`src/rtl/axis_trailer_append.sv`:
```
// Forwards payload beats, then appends a beat-count trailer and an XOR checksum trailer (last).
// Latency: one cycle from s transfer to m; the output register is also the timing-isolation stage.
// Backpressure: s_ready follows the free output slot in PASS and is low while the trailers are emitted.
module axis_trailer_append #(
    parameter int DW = 32,
    parameter int CW = 16
) (
    input  logic          clk,
    input  logic          reset,
    input  logic [DW-1:0] s_data,
    input  logic          s_valid,
    input  logic          s_last,
    output logic          s_ready,
    input  logic          m_ready,
    output logic          m_valid,
    output logic          m_last,
    output logic [DW-1:0] m_data,
    output logic          pkt_done
);

    typedef enum logic [1:0] {PASS, CNT, CSUM} state_t;

    state_t        state, state_nxt;
    logic [CW-1:0] cnt, cnt_nxt;
    logic [DW-1:0] acc, acc_nxt;
    logic [DW-1:0] m_data_nxt;
    logic          m_valid_nxt;
    logic          m_last_nxt;
    logic          free;
    logic          accept;

    // The output register may be reloaded when it is empty or being drained this cycle.
    assign free    = !m_valid || m_ready;
    assign s_ready = !reset && (state == PASS) && free;
    assign accept  = s_valid && s_ready;

    always_comb begin
        state_nxt   = state;
        cnt_nxt     = cnt;
        acc_nxt     = acc;
        m_data_nxt  = m_data;
        m_valid_nxt = m_valid;
        m_last_nxt  = m_last;
        case (state)
            PASS: begin
                if (accept) begin
                    m_data_nxt  = s_data;
                    m_valid_nxt = 1'b1;
                    m_last_nxt  = 1'b0;
                    acc_nxt     = acc ^ s_data;
                    if (cnt != '1) begin
                        cnt_nxt = cnt + CW'(1);
                    end
                    if (s_last) begin
                        state_nxt = CNT;
                    end
                end else if (free) begin
                    m_valid_nxt = 1'b0;
                    m_last_nxt  = 1'b0;
                end
            end
            CNT: begin
                if (free) begin
                    m_data_nxt  = DW'(cnt);
                    m_valid_nxt = 1'b1;
                    m_last_nxt  = 1'b0;
                    state_nxt   = CSUM;
                end
            end
            CSUM: begin
                if (free) begin
                    m_data_nxt  = acc;
                    m_valid_nxt = 1'b1;
                    m_last_nxt  = 1'b1;
                    cnt_nxt     = '0;
                    acc_nxt     = '0;
                    state_nxt   = PASS;
                end
            end
            default: begin
                state_nxt = PASS;
            end
        endcase
    end

    always_ff @(posedge clk) begin
        if (reset) begin
            state    <= PASS;
            cnt      <= '0;
            acc      <= '0;
            m_data   <= '0;
            m_valid  <= 1'b0;
            m_last   <= 1'b0;
            pkt_done <= 1'b0;
        end else begin
            state    <= state_nxt;
            cnt      <= cnt_nxt;
            acc      <= acc_nxt;
            m_data   <= m_data_nxt;
            m_valid  <= m_valid_nxt;
            m_last   <= m_last_nxt;
            pkt_done <= m_valid && m_ready && m_last;
        end
    end

endmodule

```
`config.mk`:
```
export PLATFORM = sky130hd
export DESIGN_NAME = axis_trailer_append
export DESIGN_NICKNAME = d
export VERILOG_FILES = /design/src/rtl/axis_trailer_append.sv
export SDC_FILE = /design/constraint.sdc
export NUM_CORES = 1
export LEC_CHECK = 0
export ABC_CLOCK_PERIOD_IN_PS = 2900
export CORE_ASPECT_RATIO = 0.9
export CORE_UTILIZATION = 40
export CTS_CLUSTER_DIAMETER = 200
export DETAILED_ROUTE_END_ITERATION = 16
export GPL_TIMING_DRIVEN = 1
export SYNTH_ARGS = -nofsm -noshare
export SYNTH_HDL_FRONTEND = slang
export SYNTH_SLANG_ARGS = --single-unit
export TNS_END_PERCENT = 30
```
`constraint.sdc`:
```
create_clock -name clk -period 2.9 [get_ports clk]
set_clock_uncertainty 0.2 [all_clocks]
set_input_delay 0.29 -clock clk [delete_from_list [all_inputs] [get_ports clk]]
set_output_delay 0.29 -clock clk [all_outputs]
set_load 0.02 [all_outputs]
```
==> flow_summary_export.csv <==
group,metric,value,unit
die,pin_count,73,
clocking,cts_hold_buf,0,
yosys,syn_inst,487,
timing,worst_slack,350,ps
pwr,p_total,5270,uW
global_routing,grt_pass1_wl,17.4,mm
pwr,ir_drop,0.000458,V
timing,tns,0,ps
die,die_h,97.1,um
timing,finalMaxSlewViolations,0,
detailed_routing,dr.pass1.iters,4,
timing,rsz0062_at_grt,"false",
yosys,ys.flop_type,"dfxtp_1",
die,core,9700,sq um
detailed_routing,drtIter0Drc,158,
clocking,cts_resized,0,
timing,finalCritPeriodShare,0.879,
placed_design,dp_cells,663,
placed_design,preCtsSetupSlack,446,ps
timing,timing.fmax,392,MHz
yosys,ys_warn_count,0,
global_routing,overflow,0,
yosys,synth_cell_types,49,
clocking,post-cts-setup-buffers,0,
clocking,clock-sinks,85,
yosys,synth_top_area_frac,0.424,
outcome,status,"completed",
detailed_routing,wl,10.3,mm
placed_design,post-dp-hpwl,6.68,mm
worst_setup_path,r2r-end,"cnt[6]$_SDFFE_PP0P_",
yosys,synthesis.area,4020,sq um
worst_hold_path,holdPathStages,2,
timing,fin_crit,2550,ps
worst_setup_path,cp_slowest_cell,"clkdlybuf4s50_1",
die,start_util,0.414,
timing,max_slew_margin,0.608,
global_routing,grt_max_degree,36,
yosys,ys_seq_area_frac,0.424,
clocking,cts_buffers,9,
pwr,power.density,1050,nW/um^2
placed_design,gp_congestion,0.794,
finish,antennaDiodeCount,0,
global_routing,grtUsageTotal,0.209,
yosys,synthTopCellsByCount,"dfxtp_1 (85), nand2_1 (73), nor2_1 (59)",
worst_setup_path,required,2410,ps
yosys,synth_area_leader_cell,"dfxtp_1",
worst_setup_path,r2r_cells,7,
finish,fill_cells,937,
clocking,cts_root_buf,"clkbuf_8",
finish,drive_above_1_share,0.0761,
worst_setup_path,end_kind,"output port",
yosys,netlist_top_cells_area,"dfxtp_1 (42%), xor2_1 (7.0%), nand2_1 (6.8%)",
job,drv_cap,0,
worst_setup_path,path_class,"register to output port",
worst_setup_path,crit_path_frequent_cell,"inv_1",
yosys,yosysMostFrequentCell,"dfxtp_1",
global_routing,grt_pass1_vias,3657,
worst_hold_path,hold_start,"reset",
detailed_routing,wire_per_inst,15.1,um
yosys,synth_fp_nets,532,
finish,synthToLayoutAreaGrowth,25.4,%
detailed_routing,ant_nets,0,
finish,fin_nets,593,
clocking,cts_tree,"yes",
yosys,synthArstFlopShare,0,
detailed_routing,vias,3669,
clocking,clockBufferDepth,2,
yosys,syn_area_per_cell,8.25,sq um
worst_hold_path,holdPathEnd,"m_data[13]$_SDFFE_PP0P_",
yosys,ys_ff_latch,85,
placed_design,numPortBuffers,72,
detailed_routing,remaining_drc_errors,0,
pwr,p_leak,0.00181,uW
worst_setup_path,critical_path_arrival,2060,ps
worst_setup_path,r2r-start,"state[0]$_SDFFE_PP0P_",
worst_hold_path,hold_class,"input pin to register",
clocking,htree_levels,3,
detailed_routing,viasPerCell,5.41,
worst_setup_path,critPathMaxStageDelay,630,ps
timing,setup_viol,0,
timing,worst_pin_slew,589,ps
clocking,clk_latency,360,ps
worst_setup_path,cp_cell_sequence,"inv_1 -> ha_2 -> inv_1 -> nor3_1 -> clkdlybuf4s50_1",
worst_setup_path,reg2reg_slack,440,ps
global_routing,antenna_found_initial,0,
timing,hold_viol,0,
die,rows,34,
clocking,clk_pin_slew,80,ps
worst_setup_path,cp_max_fo,9,
die,die_width,108,um
worst_setup_path,cp-start-kind,"register",
die,fp.dieArea,10400,sq um
finish,final_cells,678,
yosys,synth_edf_count,0,
-- sequential cells by signal (all words and copies together) (netlist names) --
signal,flops
acc,32
m_data,32
cnt,16
state,2
m_last,1
m_valid,1
pkt_done,1
-- cells in the final DEF (no fill, tap or decap), types with 10 or more instances in the layout --
master and instances:
dfxtp_1 85, nand2_1 73, clkdlybuf4s50_1 71, nor2_1 59, xor2_1 32, a21oi_1 27
nor3_1 24, nor2b_1 20, o211ai_1 20, a311oi_1 17, a22oi_1 16, buf_4 14
o21ai_0 11, clkbuf_8 10
-- cells by family (layout without fill, tap and decap cells) --
kind of cell,after synthesis,after routing,share of synthesized area
compound gates,114,114,0.202
xor+xnor,32,32,0.0698
fa+ha+maj,8,8,0.0249
buf+inv,43,108,0.0427
flops,85,85,0.424
mux,2,2,0.00498
simple gates,203,203,0.232
-- critical path: cells and delay by family (launching register included) --
family,cells,cell delay (ps)
buf+inv,3,850
flops,1,370
fa+ha+maj,1,310
simple gates,1,170
-- routing by layer --
metal  up-vias  GRT usage  part of all wire
met5         -          0                 0
met4         0     0.0590            0.0089
met3         8     0.0496             0.041
met2        87      0.351              0.49
met1      1752      0.266              0.46
li1       1822          -                 -
-- how the worst max path moves through the flow --
stage                          start                  end  slack [ps]  depth (start not counted)
2_1_floorplan  state[0]$_SDFFE_PP0P_  cnt[6]$_SDFFE_PP0P_         660                          8
3_3_place_gp                 s_valid  cnt[6]$_SDFFE_PP0P_         500                          6
3_5_place_dp                 s_valid  cnt[6]$_SDFFE_PP0P_         450                          6
4_1_cts        state[1]$_SDFFE_PP0P_              s_ready         310                          5
5_1_grt        state[1]$_SDFFE_PP0P_              s_ready         220                          5
6_report       state[0]$_SDFFE_PP0P_              s_ready         350                          5
-- final cells by class --
type                    count  area [sq um]  area share
clock buffers              13           149      0.0296
clock inverters             2          10.0     0.00199
inverters                   6          22.5     0.00447
multi-input cells         359          2160       0.428
flip-flops and latches     85          1700       0.338
well taps                 126           158      0.0313
repair buffers             87           841       0.167
-- metrics by stage --
| step | util | hold slack (ps) | area [sq um] |
|---|---|---|---|
| global placement | 0.503 | 242 | 4880 |
| floorplan | - | 265 | 4020 |
| CTS | 0.519 | 187 | 5040 |
| finish | 0.519 | 209 | 5040 |
| global route | 0.519 | 216 | 5040 |
| detailed placement | 0.503 | 248 | 4880 |
-- where the power goes --
group          internal (uW)  switching [uW]  leakage [uW]
clock network            329             407     0.0000833
logic                   1120            1630       0.00103
registers               1540             238      0.000697
total                   2990            2280       0.00181
Note: power is estimated with default switching activity, not from simulation.
